<file path="config.mk">
export PLATFORM = sky130hd
export DESIGN_NAME = mem_arbiter
export DESIGN_NICKNAME = d
export VERILOG_FILES = /design/src/rtl/mem_arbiter.sv
export SDC_FILE = /design/constraint.sdc
export NUM_CORES = 1
export LEC_CHECK = 0
export BUFFER_PORTS_ARGS = -buffer_cell sky130_fd_sc_hd__buf_2
export CAP_MARGIN = 40
export CORE_ASPECT_RATIO = 1.75
export CORE_MARGIN = 10
export CORE_UTILIZATION = 45
export CTS_BUF_LIST = sky130_fd_sc_hd__clkbuf_8
export DETAILED_ROUTE_END_ITERATION = 8
export GPL_ROUTABILITY_DRIVEN = 1
export PLACE_DENSITY = 0.73
export SYNTH_ARGS = -nofsm -noshare
export SYNTH_HDL_FRONTEND = slang
export SYNTH_SLANG_ARGS = --single-unit
</file>
<file path="constraint.sdc">
create_clock -name clk -period 1.7 [get_ports clk]
set_input_delay 0.34 -clock clk [delete_from_list [all_inputs] [get_ports clk]]
set_output_delay 0.34 -clock clk [all_outputs]
set_load 0.005 [all_outputs]
</file>
<file path="src/rtl/mem_arbiter.sv">
// Two-requester memory arbiter: instruction fetch and data port share one
// single-cycle memory. Each access takes 3 cycles (grant, access, response).
// Default build: fixed priority (data wins) with an ifetch starvation counter.
// Define MEM_ARB_RR_EN for round-robin arbitration instead.
module mem_arbiter #(
  parameter int unsigned IF_STARVE_MAX = 8
) (
  input  logic        clk,
  input  logic        rst_n,
  // instruction fetch port
  input  logic        if_req,
  input  logic [31:0] if_addr,
  output logic        if_gnt,
  output logic        if_rvalid,
  output logic [31:0] if_rdata,
  // data port
  input  logic        d_req,
  input  logic        d_we,
  input  logic [31:0] d_addr,
  input  logic [31:0] d_wdata,
  input  logic [2:0]  d_func3,
  output logic        d_gnt,
  output logic        d_rvalid,
  output logic [31:0] d_rdata,
  // memory port
  output logic        mem_read,
  output logic        mem_write,
  output logic [31:0] mem_addr,
  output logic [31:0] mem_wdata,
  output logic [2:0]  mem_func3,
  input  logic [31:0] mem_rdata
);

  localparam int unsigned CNT_W     = 4;
  localparam int unsigned CNT_MAX   = 15;
  localparam logic [2:0]  FUNC3_WORD = 3'b010;

  typedef enum logic [1:0] {
    IDLE   = 2'd0,
    ACCESS = 2'd1,
    RESP   = 2'd2
  } state_t;

  state_t state;
  state_t state_next;

  logic             pick_if;
  logic             grant_if;
  logic             grant_d;
  logic             lat_is_d;
  logic             lat_we;
  logic [31:0]      lat_addr;
  logic [31:0]      lat_wdata;
  logic [2:0]       lat_func3;

`ifdef MEM_ARB_RR_EN
  logic             last_if;
`else
  logic [CNT_W-1:0] starve_cnt;
  logic             starve_hit;
`endif

  // Arbitration: choose ifetch or data when both request
`ifdef MEM_ARB_RR_EN
  always_comb begin
    pick_if = if_req & (~d_req | ~last_if);
  end
`else
  always_comb begin
    starve_hit = (starve_cnt >= CNT_W'(IF_STARVE_MAX));
    pick_if    = if_req & (~d_req | starve_hit);
  end
`endif

  // Grants only open in IDLE and never while reset is asserted
  always_comb begin
    grant_if = rst_n & (state == IDLE) & pick_if;
    grant_d  = rst_n & (state == IDLE) & d_req & ~pick_if;
  end

  // State register
  always_ff @(posedge clk) begin
    if (!rst_n) state <= IDLE;
    else        state <= state_next;
  end

  // Next-state logic
  always_comb begin
    state_next = state;
    case (state)
      IDLE:    if (if_req || d_req) state_next = ACCESS;
      ACCESS:  state_next = RESP;
      RESP:    state_next = IDLE;
      default: state_next = IDLE;
    endcase
  end

  // Outputs: grants, memory strobes in ACCESS, response pulse in RESP
  always_comb begin
    if_gnt    = 1'b0;
    d_gnt     = 1'b0;
    if_rvalid = 1'b0;
    d_rvalid  = 1'b0;
    mem_read  = 1'b0;
    mem_write = 1'b0;
    mem_addr  = 32'd0;
    mem_wdata = 32'd0;
    mem_func3 = 3'd0;
    if (rst_n) begin
      case (state)
        IDLE: begin
          if_gnt = grant_if;
          d_gnt  = grant_d;
        end
        ACCESS: begin
          mem_read  = ~lat_we;
          mem_write = lat_we;
          mem_addr  = lat_addr;
          mem_wdata = lat_wdata;
          mem_func3 = lat_func3;
        end
        RESP: begin
          if_rvalid = ~lat_is_d;
          d_rvalid  = lat_is_d;
        end
        default: ;
      endcase
    end
  end

  // Latch the winning request on the grant edge
  always_ff @(posedge clk) begin
    if (!rst_n) begin
      lat_is_d  <= 1'b0;
      lat_we    <= 1'b0;
      lat_addr  <= 32'd0;
      lat_wdata <= 32'd0;
      lat_func3 <= 3'd0;
    end else if (grant_d) begin
      lat_is_d  <= 1'b1;
      lat_we    <= d_we;
      lat_addr  <= d_addr;
      lat_wdata <= d_wdata;
      lat_func3 <= d_func3;
    end else if (grant_if) begin
      lat_is_d  <= 1'b0;
      lat_we    <= 1'b0;
      lat_addr  <= if_addr;
      lat_wdata <= 32'd0;
      lat_func3 <= FUNC3_WORD;
    end
  end

  // Capture read data at the end of ACCESS; stores return zero
  always_ff @(posedge clk) begin
    if (!rst_n) begin
      if_rdata <= 32'd0;
      d_rdata  <= 32'd0;
    end else if (state == ACCESS) begin
      if (lat_is_d) d_rdata  <= lat_we ? 32'd0 : mem_rdata;
      else          if_rdata <= mem_rdata;
    end
  end

`ifdef MEM_ARB_RR_EN
  // Remember which requester was served last
  always_ff @(posedge clk) begin
    if (!rst_n)        last_if <= 1'b1;
    else if (grant_if) last_if <= 1'b1;
    else if (grant_d)  last_if <= 1'b0;
  end
`else
  // Count consecutive ifetch losses; cleared on ifetch grant or idle ifetch
  always_ff @(posedge clk) begin
    if (!rst_n) begin
      starve_cnt <= '0;
    end else if (state == IDLE) begin
      if (!if_req || grant_if)
        starve_cnt <= '0;
      else if (grant_d && (starve_cnt < CNT_W'(CNT_MAX)))
        starve_cnt <= starve_cnt + CNT_W'(1);
    end
  end
`endif

endmodule

</file>
==> results of run 1 <==
## cells by family (layout without fill, tap and decap cells)
kind of cell	Yosys count	in the layout
and+or+nand+nor	289	289
AOI/OAI and AO/OA	178	178
DFF	139	139
buffers and inverters	70	349
adders and majority gates	2	2
muxes	2	2
other	0	2
## final timing paths
check	startpoint	end	slack [ns]	cells after the start
max	state[1]$_SDFFE_PN0P_	mem_read	-0.26	5
max reg2reg	state[1]$_SDFFE_PN0P_	lat_wdata[20]$_SDFFE_PN0P_	0.07	6
min	if_addr[16]	lat_addr[16]$_SDFFE_PN0P_	0.13	2
min reg2reg	if_rdata[7]$_SDFFE_PN0P_	if_rdata[7]$_SDFFE_PN0P_	0.45	2
## power by group through the flow
stage | combinational (mW) | sequential (mW) | clock, mW
3_5_place_dp | 1.01 | 3.62 | 0
4_1_cts | 1.08 | 3.55 | 3.03
5_1_grt | 1.22 | 3.58 | 3.16
2_1_floorplan | 0.561 | 3.60 | 0
6_report | 1.12 | 3.56 | 2.96
3_3_place_gp | 0.996 | 3.62 | 0
## state kept, by name, indices dropped and copies added, names as in the netlist
signal / flops
lat_func3: 3
starve_cnt: 4
lat_is_d: 1
state: 2
d_rdata: 32
lat_addr: 32
if_rdata: 32
lat_wdata: 32
lat_we: 1
## metal layers
layer  part of all wire  wire [um]  vias to the layer above  track usage
met1               0.36       7470                     2793        0.213
met2               0.52      10700                      244        0.363
met5            0.00063         13                        -            0
met3              0.087       1800                       40       0.0826
met4              0.028        571                        2       0.0878
li1                   -          -                     2904            -
## layout by cell type (no fill, tap or decap), types with 10 or more instances in the layout
master / instances
sky130_fd_sc_hd__and2_1: 40
sky130_fd_sc_hd__and3_1: 33
sky130_fd_sc_hd__nand3_1: 38
sky130_fd_sc_hd__a21boi_0: 33
sky130_fd_sc_hd__and2_4: 28
sky130_fd_sc_hd__nand3b_1: 33
sky130_fd_sc_hd__buf_6: 34
sky130_fd_sc_hd__a21boi_1: 66
sky130_fd_sc_hd__dfxtp_1: 137
sky130_fd_sc_hd__nand2_1: 98
sky130_fd_sc_hd__buf_4: 25
sky130_fd_sc_hd__o21ai_1: 30
sky130_fd_sc_hd__a221o_1: 32
sky130_fd_sc_hd__buf_2: 242
sky130_fd_sc_hd__buf_12: 10
sky130_fd_sc_hd__clkbuf_8: 18
## worst max-delay path: stages, from the launching register on
cell and delay (ns):
sky130_fd_sc_hd__dfxtp_4 0.36, sky130_fd_sc_hd__and3b_2 0.28, sky130_fd_sc_hd__buf_12 0.16, sky130_fd_sc_hd__buf_12 0.14, sky130_fd_sc_hd__nor2b_4 0.14, sky130_fd_sc_hd__buf_2 0.12
## Yosys cell counts, types with 2 or more instances
cell,count
sky130_fd_sc_hd__mux2i_1,2
sky130_fd_sc_hd__buf_2,21
sky130_fd_sc_hd__ha_1,2
sky130_fd_sc_hd__nand3_1,38
sky130_fd_sc_hd__dfxtp_1,139
sky130_fd_sc_hd__buf_4,4
sky130_fd_sc_hd__nor2_1,4
sky130_fd_sc_hd__clkbuf_1,34
sky130_fd_sc_hd__a21boi_1,66
sky130_fd_sc_hd__o21ai_1,30
sky130_fd_sc_hd__and3b_1,3
sky130_fd_sc_hd__a21boi_0,33
sky130_fd_sc_hd__o21ai_0,6
sky130_fd_sc_hd__and3_1,34
sky130_fd_sc_hd__and2_1,68
sky130_fd_sc_hd__inv_1,3
sky130_fd_sc_hd__a221o_1,32
sky130_fd_sc_hd__buf_6,7
sky130_fd_sc_hd__nand3b_1,33
sky130_fd_sc_hd__or3b_1,2
sky130_fd_sc_hd__a31oi_1,2
sky130_fd_sc_hd__nand2_1,100
sky130_fd_sc_hd__o211ai_1,3
## timing repair
| item | CTS | global route |
|---|---|---|
| endpoints found under the hold margin | 0 | 0 |
| pin swaps | 7 | 8 |
| cloned | 4 | 0 |
| endpoints found under the setup margin | 73 | 73 |
| setup buffers | 6 | 5 |
| resized for setup | 26 | 57 |
## cell type report
class / instances / area (um2) / area share
multi-input cells: 471 / 3090 / 0.358
repair buffers: 315 / 2090 / 0.242
clock inverters: 13 / 191 / 0.0221
inverters: 3 / 13.8 / 0.00159
diodes: 2 / 5.00 / 0.000579
well taps: 174 / 218 / 0.0252
flip-flops and latches: 139 / 2790 / 0.322
clock buffers: 18 / 248 / 0.0286
## through the flow
stage | utilization | std cells
after floorplan | - | 680
after global placement | 0.573 | 1087
after detailed placement | 0.573 | 1087
after CTS | 0.624 | 1128
after global routing | 0.646 | 1135
final | 0.646 | 1135
==> impl_results.html, run 1 <==
<table>
<tr><th>Metric</th><th>Value</th></tr>
<tr><th colspan="2">Clock tree</th></tr>
<tr><td>CTS hold repair buffers</td><td>0</td></tr>
<tr><td>Root Driver</td><td>sky130_fd_sc_hd__clkbuf_8</td></tr>
<tr><td>Longest Clk Path Bufs</td><td>2</td></tr>
<tr><td>CTS Sinks</td><td>139</td></tr>
<tr><td>Clock-pin slew on the worst setup and hold paths</td><td>approximately 0.090 ns</td></tr>
<tr><td>Insertion delay of the later-clocked pin in the worst-skew pair</td><td>about 0.43 ns</td></tr>
<tr><td>TritonCTS Buffers</td><td>17</td></tr>
<tr><td>Maximum level of the CTS H-tree</td><td>4</td></tr>
<tr><td>TritonCTS clock tree</td><td>yes</td></tr>
<tr><th colspan="2">Synthesis</th></tr>
<tr><td>Share of the synthesized area in the top cell type</td><td>0.456</td></tr>
<tr><td>Leading area contributor after synthesis</td><td>sky130_fd_sc_hd__dfxtp_1</td></tr>
<tr><td>Post-synth cell types</td><td>37</td></tr>
<tr><td>Area fraction in and, or, nand and nor cells after synthesis</td><td>0.258</td></tr>
<tr><td>Post-synthesis register bit count</td><td>139</td></tr>
<tr><td>Post-synthesis adder-cell area fraction</td><td>0.00411</td></tr>
<tr><td>Post-synthesis share of cell area spent on xor and xnor gates</td><td>0</td></tr>
<tr><td>Largest family of logic cells by synthesized area</td><td>simple AND/OR/NAND/NOR gates</td></tr>
<tr><td>Complex-gate fraction of the synthesized area</td><td>0.219</td></tr>
<tr><td>Synth Net Count</td><td>about 800</td></tr>
<tr><td>Proportion of register bits with asynchronous set or reset after synthesis</td><td>0</td></tr>
<tr><td>Number of enable-type register cells in the synthesized netlist</td><td>0</td></tr>
<tr><td>Multiplexer share of the synthesized area</td><td>0.00328</td></tr>
<tr><td>Cell count after synthesis</td><td>680</td></tr>
<tr><td>Dominant cells by area after synthesis</td><td>sky130_fd_sc_hd__dfxtp_1 (46%), sky130_fd_sc_hd__a21boi_1 (8.1%), sky130_fd_sc_hd__and2_1 (7.0%), sky130_fd_sc_hd__nand2_1 (6.2%), sky130_fd_sc_hd__a221o_1 (5.3%)</td></tr>
<tr><td>Warnings from Yosys</td><td>0</td></tr>
<tr><td>Sequential area share after synthesis</td><td>0.456</td></tr>
<tr><td>Post-synth design cell area</td><td>~6000 um2</td></tr>
<tr><td>Most used flip-flop cell after synthesis</td><td>sky130_fd_sc_hd__dfxtp_1</td></tr>
<tr><td>Average size of a mapped cell</td><td>8.96 um2</td></tr>
<tr><th colspan="2">Timing</th></tr>
<tr><td>Slew headroom</td><td>0.689</td></tr>
<tr><td>Final setup vio count</td><td>72</td></tr>
<tr><td>Final Max Slew Viols</td><td>0</td></tr>
<tr><td>Fin. Hold Viols</td><td>0</td></tr>
<tr><td>Worst setup margin</td><td>-0.255 ns</td></tr>
<tr><td>Largest clock skew in the final design</td><td>~0.014 ns</td></tr>
<tr><td>Share of the cycle needed by the critical path after routing</td><td>1.15</td></tr>
<tr><td>Worst-case hold slack</td><td>about 0.13 ns</td></tr>
<tr><td>Period minus WS final</td><td>1.96 ns</td></tr>
<tr><td>Worst Max-Slew Pin Slew</td><td>roughly 0.47 ns</td></tr>
<tr><td>Setup repair after global routing missed its margin</td><td>yes</td></tr>
<tr><td>Max Fclk</td><td>around 0.51 GHz</td></tr>
<tr><td>Setup total negative slack</td><td>-16.03 ns</td></tr>
<tr><th colspan="2">Floorplanning</th></tr>
<tr><td>Initial Util</td><td>0.455</td></tr>
<tr><td>Total die area</td><td>approximately 19000 um2</td></tr>
<tr><td>Core outline area</td><td>~13000 um2</td></tr>
<tr><td>Boundary pin count</td><td>between 200 and 300</td></tr>
<tr><td>Width of the chip</td><td>around 110 um</td></tr>
<tr><td>Die height</td><td>between 150 and 200 um</td></tr>
<tr><td>Number of cell rows</td><td>56</td></tr>
<tr><th colspan="2">Power</th></tr>
<tr><td>Sum of internal, switching and leakage power</td><td>about 7.6 mW</td></tr>
<tr><td>Switching portion of total power</td><td>0.260</td></tr>
<tr><td>Cell Pwr Density</td><td>around 880 nW/um2</td></tr>
<tr><td>Cell leakage power</td><td>just over 4 nW</td></tr>
<tr><td>Sequential cell fraction of total power</td><td>0.465</td></tr>
<tr><td>Switching Power</td><td>1.98 mW</td></tr>
<tr><td>Worst vdd rail ir drop</td><td>0.579 mV</td></tr>
<tr><td>Part of the total power dissipated in the clock network</td><td>0.388</td></tr>
<tr><td>Proportion of power drawn by combinational gates</td><td>0.147</td></tr>
<tr><td>Internal power</td><td>5.66 mW</td></tr>
<tr><th colspan="2">Critical path</th></tr>
<tr><td>Element type at the critical path end</td><td>output pin</td></tr>
<tr><td>Critical Path RT</td><td>~1.4 ns</td></tr>
<tr><td>CP Max Fanout</td><td>12</td></tr>
<tr><td>Class of the most critical setup path</td><td>flip-flop to output pin</td></tr>
<tr><td>Critical path startpoint category</td><td>flip-flop</td></tr>
<tr><td>Arr. time, crit path</td><td>~1.6 ns</td></tr>
<tr><th colspan="2">Global route</th></tr>
<tr><td>First-pass GRT wire length</td><td>roughly 32000 um</td></tr>
<tr><td>Total GRT Usage</td><td>0.209</td></tr>
<tr><td>Largest net degree at the start of global routing</td><td>55</td></tr>
<tr><td>Antenna violations before repair</td><td>3</td></tr>
<tr><td>Congestion Overflow GR</td><td>0</td></tr>
<tr><td>Number of global-route vias before repair</td><td>6079</td></tr>
<tr><th colspan="2">Place</th></tr>
<tr><td>Worst setup slack after placement</td><td>0.0800 ns</td></tr>
<tr><td>Cell area after placement</td><td>about 7700 um2</td></tr>
<tr><td>HPWL after detailed placement</td><td>approximately 15000 um</td></tr>
<tr><td>Port Buffer Count</td><td>272</td></tr>
<tr><td>Final RePlAce weighted congestion</td><td>0.887</td></tr>
<tr><th colspan="2">Route</th></tr>
<tr><td>Count of vias placed by the detailed router</td><td>5983</td></tr>
<tr><td>Antenna viol nets, final</td><td>0</td></tr>
<tr><td>Sum of routed wire length over all layers</td><td>~20000 um</td></tr>
<tr><td># DRC</td><td>0</td></tr>
<tr><td>Initial DRC Count</td><td>~270</td></tr>
<tr><td>Per-cell via count in the routed design</td><td>between 5 and 6</td></tr>
<tr><td>Average wire length per cell after detail routing</td><td>approximately 18 um</td></tr>
<tr><td>First drt pass iteration count</td><td>4</td></tr>
<tr><th colspan="2">Outcome</th></tr>
<tr><td>Violated checks</td><td>negative setup slack</td></tr>
<tr><td>Status</td><td>finished with violations</td></tr>
<tr><th colspan="2">Finish</th></tr>
<tr><td>Area growth, synth to finish</td><td>41.9%</td></tr>
<tr><td>Fill cells</td><td>roughly 1200</td></tr>
<tr><td>Number of nets in the final layout</td><td>approximately 1100</td></tr>
<tr><td>Layout cell share with drive strength beyond 1</td><td>0.406</td></tr>
<tr><td>Non-Filler Cell Area, Final</td><td>8650 um2</td></tr>
<tr><th colspan="2">Hold path</th></tr>
<tr><td>Type of the tightest min-delay check</td><td>input port to flip-flop</td></tr>
<tr><th colspan="2">Run</th></tr>
<tr><td>Reported max-cap violation count</td><td>0</td></tr>
</table>
(Power assumes the default switching activity.)
==> run 2, diff against run 1 <==
- SETUP_SLACK_MARGIN: unset -> 0.5
==> run 2 against run 1 <==
The run still ends with negative setup slack left. Largest power group unchanged. First-iteration DRC count rose by 13%. Hold slack barely moved. Clock-buffer cell count rose by 1. Clock skew rose by 0.0024 ns. Register-to-register slack got worse by 0.30 ns. Via count rose by 8.3%. Global-route usage rose by 2.8 points. Largest cell class unchanged. Maximum frequency fell by 0.15%. Setup slack got worse by 0.0028 ns.
==> impl_results.html, run 2 (synthesized netlist as in run 1, its figures left out) <==
<table>
<tr><th>Metric</th><th>Value</th></tr>
<tr><th colspan="2">Finish</th></tr>
<tr><td>Number of nets in the final layout</td><td>1137</td></tr>
<tr><td>Non-Filler Cell Area, Final</td><td>between 10000 and 15000 um2</td></tr>
<tr><td>Diode insertion count for antenna repair</td><td>0</td></tr>
<tr><td>Most frequent standard cell in the layout excluding fill and tap cells</td><td>sky130_fd_sc_hd__buf_2</td></tr>
<tr><td>Layout cell share with drive strength beyond 1</td><td>0.636</td></tr>
<tr><td>Area growth, synth to finish</td><td>68.9%</td></tr>
<tr><td>Final Util</td><td>0.769</td></tr>
<tr><td>Commonest cells after routing, fill and taps aside</td><td>sky130_fd_sc_hd__buf_2 (235), sky130_fd_sc_hd__dfxtp_1 (106), sky130_fd_sc_hd__a21boi_1 (75)</td></tr>
<tr><th colspan="2">Critical path</th></tr>
<tr><td>Critical Path RT</td><td>~1.4 ns</td></tr>
<tr><td>Element type at the critical path end</td><td>output pin</td></tr>
<tr><td>Combined buffer and inverter count along the critical path</td><td>2</td></tr>
<tr><td>CP Cell Sequence</td><td>and3b_2 -&gt; buf_12 -&gt; and2_4 -&gt; buf_2</td></tr>
<tr><td>Largest incremental delay on the critical path</td><td>~0.36 ns</td></tr>
<tr><td>Critical path startpoint category</td><td>flip-flop</td></tr>
<tr><td>Slowest library cell on the worst path</td><td>sky130_fd_sc_hd__dfxtp_4</td></tr>
<tr><td>CP Max Fanout</td><td>39</td></tr>
<tr><td>Arr. time, crit path</td><td>1.62 ns</td></tr>
<tr><td>Kind of cell adding the most delay to the critical path</td><td>simple AND/OR/NAND/NOR gates</td></tr>
<tr><td>Class of the most critical setup path</td><td>flip-flop to output pin</td></tr>
<tr><th colspan="2">Timing</th></tr>
<tr><td>Final setup vio count</td><td>between 150 and 200</td></tr>
<tr><td>Largest clock skew in the final design</td><td>0.0160 ns</td></tr>
<tr><td>Worst Max-Slew Pin Slew</td><td>roughly 0.70 ns</td></tr>
<tr><td>Final Max Slew Viols</td><td>0</td></tr>
<tr><td>Period minus WS final</td><td>1.96 ns</td></tr>
<tr><td>Share of the cycle needed by the critical path after routing</td><td>1.15</td></tr>
<tr><td>Setup total negative slack</td><td>-27.90 ns</td></tr>
<tr><td>Setup repair after global routing missed its margin</td><td>yes</td></tr>
<tr><td>Max Fclk</td><td>about 0.51 GHz</td></tr>
<tr><td>Worst setup margin</td><td>-0.258 ns</td></tr>
<tr><td>Fin. Hold Viols</td><td>0</td></tr>
<tr><td>Slew headroom</td><td>0.536</td></tr>
<tr><th colspan="2">Power</th></tr>
<tr><td>Sequential cell fraction of total power</td><td>0.438</td></tr>
<tr><td>Internal power</td><td>a little under 6 mW</td></tr>
<tr><td>Switching portion of total power</td><td>0.286</td></tr>
<tr><td>Part of the total power dissipated in the clock network</td><td>0.336</td></tr>
<tr><td>Cell leakage power</td><td>about 4.7 nW</td></tr>
<tr><td>Worst vdd rail ir drop</td><td>0.644 mV</td></tr>
<tr><td>Switching Power</td><td>around 2.3 mW</td></tr>
<tr><td>Sum of internal, switching and leakage power</td><td>8.17 mW</td></tr>
<tr><td>Cell Pwr Density</td><td>slightly below 800 nW/um2</td></tr>
<tr><td>Proportion of power drawn by combinational gates</td><td>0.225</td></tr>
<tr><th colspan="2">Route</th></tr>
<tr><td># DRC</td><td>0</td></tr>
<tr><td>Per-cell via count in the routed design</td><td>~5.5</td></tr>
<tr><td>Count of vias placed by the detailed router</td><td>roughly 6500</td></tr>
<tr><td>Initial DRC Count</td><td>slightly above 300</td></tr>
<tr><td>Sum of routed wire length over all layers</td><td>25200 um</td></tr>
<tr><td>Antenna viol nets, final</td><td>0</td></tr>
<tr><td>Average wire length per cell after detail routing</td><td>about 21 um</td></tr>
<tr><td>First drt pass iteration count</td><td>5</td></tr>
<tr><th colspan="2">Place</th></tr>
<tr><td>Final RePlAce weighted congestion</td><td>approximately 0.83</td></tr>
<tr><td>Cell area after placement</td><td>7800 um2</td></tr>
<tr><td>HPWL after detailed placement</td><td>between 10000 and 15000 um</td></tr>
<tr><td>Port Buffer Count</td><td>272</td></tr>
<tr><th colspan="2">Outcome</th></tr>
<tr><td>Status</td><td>finished with violations</td></tr>
<tr><td>Violated checks</td><td>negative setup slack</td></tr>
<tr><th colspan="2">Global route</th></tr>
<tr><td>First-pass GRT wire length</td><td>35300 um</td></tr>
<tr><td>Number of global-route vias before repair</td><td>between 6000 and 7000</td></tr>
<tr><td>Antenna violations before repair</td><td>0</td></tr>
<tr><td>Largest net degree at the start of global routing</td><td>82</td></tr>
<tr><td>Total GRT Usage</td><td>0.236</td></tr>
<tr><td>Congestion Overflow GR</td><td>0</td></tr>
<tr><th colspan="2">Run</th></tr>
<tr><td>Reported max-cap violation count</td><td>0</td></tr>
<tr><th colspan="2">Clock tree</th></tr>
<tr><td>Maximum level of the CTS H-tree</td><td>4</td></tr>
<tr><td>Root Driver</td><td>sky130_fd_sc_hd__clkbuf_8</td></tr>
<tr><td>TritonCTS Buffers</td><td>17</td></tr>
<tr><td>Longest Clk Path Bufs</td><td>2</td></tr>
<tr><td>CTS Sinks</td><td>roughly 140</td></tr>
<tr><td>TritonCTS clock tree</td><td>yes</td></tr>
<tr><td>CTS hold repair buffers</td><td>0</td></tr>
<tr><td>Clock-pin slew on the worst setup and hold paths</td><td>about 0.080 ns</td></tr>
<tr><td>Insertion delay of the later-clocked pin in the worst-skew pair</td><td>0.43 ns</td></tr>
<tr><th colspan="2">Floorplanning</th></tr>
<tr><td>Total die area</td><td>about 19000 um2</td></tr>
<tr><td>Boundary pin count</td><td>between 200 and 300</td></tr>
<tr><td>Die height</td><td>around 170 um</td></tr>
<tr><td>Number of cell rows</td><td>56</td></tr>
<tr><td>Initial Util</td><td>0.455</td></tr>
<tr><td>Core outline area</td><td>between 10000 and 15000 um2</td></tr>
<tr><td>Width of the chip</td><td>~110 um</td></tr>
<tr><th colspan="2">Hold path</th></tr>
<tr><td>Type of the tightest min-delay check</td><td>input port to flip-flop</td></tr>
</table>
run 2: cell types whose count changed in the layout (fill, tap and decap cells not counted), sizes merged:
cell	change
buf	+44
o21a	+3
diode	-2
bufinv	-2
inv	-1
clkbuf	+6
clkinv	+3
run 2: area by class of cell:
cell class                 instances  area [um2]
multi-input combinational        474        3870
fill                             913        3090
timing repair buffer             364        2960
sequential                       139        2830
clock buffer                      19         262
tap                              174         218
clock inverter                    13         141
inverter                           3        13.8
run 2: worst paths after layout:
kind | startpoint | to | slack, ns | cells past startpoint
max | state[1]$_SDFFE_PN0P_ | mem_wdata[25] | -0.26 | 4
min | if_addr[6] | lat_addr[6]$_SDFFE_PN0P_ | 0.13 | 2
max reg2reg | state[1]$_SDFFE_PN0P_ | if_rdata[23]$_SDFFE_PN0P_ | -0.23 | 12
min reg2reg | if_rdata[6]$_SDFFE_PN0P_ | if_rdata[6]$_SDFFE_PN0P_ | 0.45 | 2
run 2: power by group through the flow:
stage                     Clock [mW]  Sequential, mW  Combinational (mW)
after global routing            2.97            3.60                1.94
after floorplan                    0            3.61               0.638
after CTS                       2.78            3.56                1.50
final                           2.75            3.58                1.84
after global placement             0            3.62                1.01
after detailed placement           0            3.62                1.02
run 2: repair_timing:
action,in CTS,in global routing
setup endpoints to repair,274,275
buffers inserted,27,20
gates cloned,17,6
resized for setup,133,207
pin swaps,39,108
run 2: worst register-to-register path: cells and delay by family (launching register included):
family | cells | cell delay [ns]
buffers and inverters | 9 | 1.10
DFF | 1 | 0.36
and+or+nand+nor | 2 | 0.26
AOI/OAI and AO/OA | 1 | 0.15
run 2: layer usage:
metal / global-route usage / wire, um
met1: 0.236 / 8690
met2: 0.436 / 13800
met3: 0.0663 / 1590
met4: 0.0996 / 1140
met5: 0 / 0
run 2: stage by stage:
step	hold slack, ns	cells	setup slack, ns
after CTS	0.0988	1160	-0.266
after detailed placement	0.441	1084	-0.0378
after global routing	0.0967	1186	-0.329
after global placement	0.435	1084	0.0100
after floorplan	0.447	680	0.230
final	0.128	1186	-0.258
==> run 3, diff against run 2 <==
- CORE_MARGIN: 10 -> unset
==> run 3 against run 2 <==
Utilization decreased by 3.9 points. Setup slack better by 0.0055 ns. Clock-buffer cell count decreased by 2. Sequential share of layout area up 1.7 points. Final area decreased by 7.3%. Global-route usage up 3.4 points. Hold slack got worse by 0.0063 ns. Routed wire length down 17%. The run still ends with negative setup slack left. Via count down 3.6%. Register-to-register slack better by 0.15 ns. Non-clock buffer count shrank 35.
==> impl_results.html, run 3 (synthesized netlist as in run 1, its figures left out) <==
<table>
<tr><th>Metric</th><th>Value</th></tr>
<tr><th colspan="2">Outcome</th></tr>
<tr><td>Status</td><td>finished with violations</td></tr>
<tr><td>Violated checks</td><td>negative setup slack</td></tr>
<tr><th colspan="2">Timing</th></tr>
<tr><td>Period minus WS final</td><td>1.95 ns</td></tr>
<tr><td>Share of the cycle needed by the critical path after routing</td><td>1.15</td></tr>
<tr><td>Fin. Hold Viols</td><td>0</td></tr>
<tr><td>Setup total negative slack</td><td>-18.45 ns</td></tr>
<tr><td>Final Max Slew Viols</td><td>0</td></tr>
<tr><td>Largest clock skew in the final design</td><td>between 0.01 and 0.015 ns</td></tr>
<tr><td>Final setup vio count</td><td>109</td></tr>
<tr><td>Setup repair after global routing missed its margin</td><td>yes</td></tr>
<tr><td>Max Fclk</td><td>approximately 0.5 GHz</td></tr>
<tr><td>Worst setup margin</td><td>-0.253 ns</td></tr>
<tr><td>Slew headroom</td><td>0.688</td></tr>
<tr><td>Worst Max-Slew Pin Slew</td><td>roughly 0.47 ns</td></tr>
<tr><th colspan="2">Hold path</th></tr>
<tr><td>Type of the tightest min-delay check</td><td>input port to flip-flop</td></tr>
<tr><th colspan="2">Finish</th></tr>
<tr><td>Area growth, synth to finish</td><td>56.6%</td></tr>
<tr><td>Commonest cells after routing, fill and taps aside</td><td>sky130_fd_sc_hd__buf_2 (205), sky130_fd_sc_hd__dfxtp_1 (137), sky130_fd_sc_hd__a21boi_1 (94)</td></tr>
<tr><td>Most frequent standard cell in the layout excluding fill and tap cells</td><td>sky130_fd_sc_hd__buf_2</td></tr>
<tr><td>Number of non-filler instances in the completed layout</td><td>between 1000 and 1500</td></tr>
<tr><td>Final Util</td><td>0.730</td></tr>
<tr><td>Number of nets in the final layout</td><td>around 1100</td></tr>
<tr><td>Layout cell share with drive strength beyond 1</td><td>0.508</td></tr>
<tr><th colspan="2">Clock tree</th></tr>
<tr><td>Root Driver</td><td>sky130_fd_sc_hd__clkbuf_8</td></tr>
<tr><td>Insertion delay of the later-clocked pin in the worst-skew pair</td><td>0.43 ns</td></tr>
<tr><td>Maximum level of the CTS H-tree</td><td>4</td></tr>
<tr><td>Clock-pin slew on the worst setup and hold paths</td><td>approximately 0.08 ns</td></tr>
<tr><td>TritonCTS Buffers</td><td>17</td></tr>
<tr><td>Longest Clk Path Bufs</td><td>2</td></tr>
<tr><td>CTS hold repair buffers</td><td>0</td></tr>
<tr><td>TritonCTS clock tree</td><td>yes</td></tr>
<tr><td>CTS Sinks</td><td>139</td></tr>
<tr><th colspan="2">Critical path</th></tr>
<tr><td>Kind of cell adding the most delay to the critical path</td><td>simple AND/OR/NAND/NOR gates</td></tr>
<tr><td>Slowest library cell on the worst path</td><td>sky130_fd_sc_hd__dfxtp_4</td></tr>
<tr><td>Flop-to-flop setup slack</td><td>-0.08 ns</td></tr>
<tr><td>Element type at the critical path end</td><td>output pin</td></tr>
<tr><td>CP Max Fanout</td><td>10</td></tr>
<tr><td>Startpoint of the worst-slack reg-to-reg timing path</td><td>state[1]$_SDFFE_PN0P_</td></tr>
<tr><td>Class of the most critical setup path</td><td>flip-flop to output pin</td></tr>
<tr><td>Combined buffer and inverter count along the critical path</td><td>3</td></tr>
<tr><td>Arr. time, crit path</td><td>about 1.6 ns</td></tr>
<tr><td>Largest incremental delay on the critical path</td><td>0.35 ns</td></tr>
<tr><td>Critical Path End</td><td>mem_wdata[29]</td></tr>
<tr><td>Critical path startpoint category</td><td>flip-flop</td></tr>
<tr><td>Logic depth of the worst setup path including buffers</td><td>5</td></tr>
<tr><td>Launch point of the worst path</td><td>state[1]$_SDFFE_PN0P_</td></tr>
<tr><td>CP Cell Sequence</td><td>and3b_2 -&gt; buf_12 -&gt; clkbuf_16 -&gt; and2_4 -&gt; buf_6</td></tr>
<tr><td>R2R cell count</td><td>8</td></tr>
<tr><td>Critical Path RT</td><td>1.36 ns</td></tr>
<tr><td>Capture instance of the worst register-to-register path</td><td>if_rdata[29]$_SDFFE_PN0P_</td></tr>
<tr><th colspan="2">Route</th></tr>
<tr><td>First drt pass iteration count</td><td>5</td></tr>
<tr><td># DRC</td><td>0</td></tr>
<tr><td>Per-cell via count in the routed design</td><td>~5.4</td></tr>
<tr><td>Initial DRC Count</td><td>around 250</td></tr>
<tr><td>Count of vias placed by the detailed router</td><td>6247</td></tr>
<tr><td>Antenna viol nets, final</td><td>0</td></tr>
<tr><td>Average wire length per cell after detail routing</td><td>approximately 18 um</td></tr>
<tr><td>Sum of routed wire length over all layers</td><td>about 21000 um</td></tr>
<tr><th colspan="2">Place</th></tr>
<tr><td>Worst setup slack after placement</td><td>0.0401 ns</td></tr>
<tr><td>HPWL after detailed placement</td><td>about 12000 um</td></tr>
<tr><td>Port Buffer Count</td><td>272</td></tr>
<tr><td>Cells after DPL</td><td>1080</td></tr>
<tr><td>Final RePlAce weighted congestion</td><td>between 0.8 and 0.9</td></tr>
<tr><th colspan="2">Global route</th></tr>
<tr><td>Global routing met1 resource utilization</td><td>0.284</td></tr>
<tr><td>First-pass GRT wire length</td><td>30300 um</td></tr>
<tr><td>Total GRT Usage</td><td>0.271</td></tr>
<tr><td>Met3 GRT Util</td><td>0.0570</td></tr>
<tr><td>Largest net degree at the start of global routing</td><td>approximately 110</td></tr>
<tr><td>Most Used Layer, Global Route</td><td>met2</td></tr>
<tr><td>Number of global-route vias before repair</td><td>between 6000 and 7000</td></tr>
<tr><td>Antenna violations before repair</td><td>2</td></tr>
<tr><td>Met2 usage in global routing</td><td>0.507</td></tr>
<tr><td>Congestion Overflow GR</td><td>0</td></tr>
<tr><th colspan="2">Power</th></tr>
<tr><td>Worst vdd rail ir drop</td><td>slightly below 0.5 mV</td></tr>
<tr><td>Cell leakage power</td><td>about 4.3 nW</td></tr>
<tr><td>Sequential cell fraction of total power</td><td>0.442</td></tr>
<tr><td>Switching portion of total power</td><td>0.266</td></tr>
<tr><td>Switching Power</td><td>roughly 2.1 mW</td></tr>
<tr><td>Internal power</td><td>between 5 and 6 mW</td></tr>
<tr><td>Cell Pwr Density</td><td>between 800 and 900 nW/um2</td></tr>
<tr><td>Proportion of power drawn by combinational gates</td><td>0.174</td></tr>
<tr><td>Sum of internal, switching and leakage power</td><td>slightly above 8 mW</td></tr>
<tr><td>Part of the total power dissipated in the clock network</td><td>0.384</td></tr>
<tr><th colspan="2">Floorplanning</th></tr>
<tr><td>Die height</td><td>approximately 160 um</td></tr>
<tr><td>Initial Util</td><td>0.466</td></tr>
<tr><td>Boundary pin count</td><td>approximately 270</td></tr>
<tr><td>Number of cell rows</td><td>between 50 and 60</td></tr>
<tr><td>Width of the chip</td><td>~90 um</td></tr>
<tr><td>Core outline area</td><td>roughly 13000 um2</td></tr>
<tr><td>Total die area</td><td>between 10000 and 15000 um2</td></tr>
<tr><th colspan="2">Run</th></tr>
<tr><td>Reported max-cap violation count</td><td>0</td></tr>
</table>
run 3: changes by cell type in the layout (fill, tap and decap cells not counted), sizes merged:
cell,delta
buf,-36
bufinv,+3
clkinv,-1
clkinvlp,-1
clkbuf,-1
diode,+1
inv,+1
run 3: worst min path at each step:
stage,start,end,slack (ns),cells past startpoint
5_1_grt,if_addr[16],lat_addr[16]$_SDFFE_PN0P_,0.11,2
2_1_floorplan,d_rdata[2]$_SDFFE_PN0P_,d_rdata[2]$_SDFFE_PN0P_,0.45,2
4_1_cts,if_addr[2],lat_addr[2]$_SDFFE_PN0P_,0.09,2
6_report,if_addr[16],lat_addr[16]$_SDFFE_PN0P_,0.12,2
3_3_place_gp,d_rdata[15]$_SDFFE_PN0P_,d_rdata[15]$_SDFFE_PN0P_,0.43,2
3_5_place_dp,d_rdata[13]$_SDFFE_PN0P_,d_rdata[13]$_SDFFE_PN0P_,0.44,2
run 3: power groups by stage:
stage / combinational, mW / sequential (mW) / clock [mW]
after global placement: 1.00 / 3.63 / 0
after global routing: 1.51 / 3.59 / 3.28
final: 1.41 / 3.57 / 3.10
after detailed placement: 1.02 / 3.63 / 0
after floorplan: 0.638 / 3.61 / 0
after CTS: 1.26 / 3.56 / 3.14
run 3: routing by layer:
| metal | part of all wire | vias up |
|---|---|---|
| li1 | - | 2944 |
| met1 | 0.35 | 2959 |
| met2 | 0.55 | 277 |
| met3 | 0.063 | 65 |
| met4 | 0.040 | 2 |
| met5 | 0.00067 | - |
run 3: metrics by stage:
stage | hold slack [ns] | cell area (um2)
2_1_floorplan | 0.447 | 6420
3_3_place_gp | 0.435 | 7810
3_5_place_dp | 0.442 | 7810
4_1_cts | 0.0902 | 9020
5_1_grt | 0.105 | 9540
6_report | 0.122 | 9540
run 3: area by class of cell:
type	instances	area, um2
timing repair buffer	329	2650
sequential	139	2790
inverter	3	11.3
clock buffer	17	234
multi-input combinational	474	3420
tap	171	214
antenna	1	2.50
fill	995	3530
clock inverter	15	223
run 3: timing repair:
action                     in CTS  in global routing
gates resized for setup        93                 99
cloned                         10                  7
pin swaps                      29                 33
buffers inserted               17                  2
setup endpoints to repair     273                275
run 3: worst reg2reg max path, stage by stage (launching register included):
cell	delay [ns]
sky130_fd_sc_hd__dfxtp_4	0.35
sky130_fd_sc_hd__buf_4	0.15
sky130_fd_sc_hd__buf_6	0.12
sky130_fd_sc_hd__buf_6	0.11
sky130_fd_sc_hd__buf_4	0.14
sky130_fd_sc_hd__or3b_4	0.49
sky130_fd_sc_hd__clkbuf_16	0.21
sky130_fd_sc_hd__nand2_1	0.07
sky130_fd_sc_hd__a21boi_1	0.06
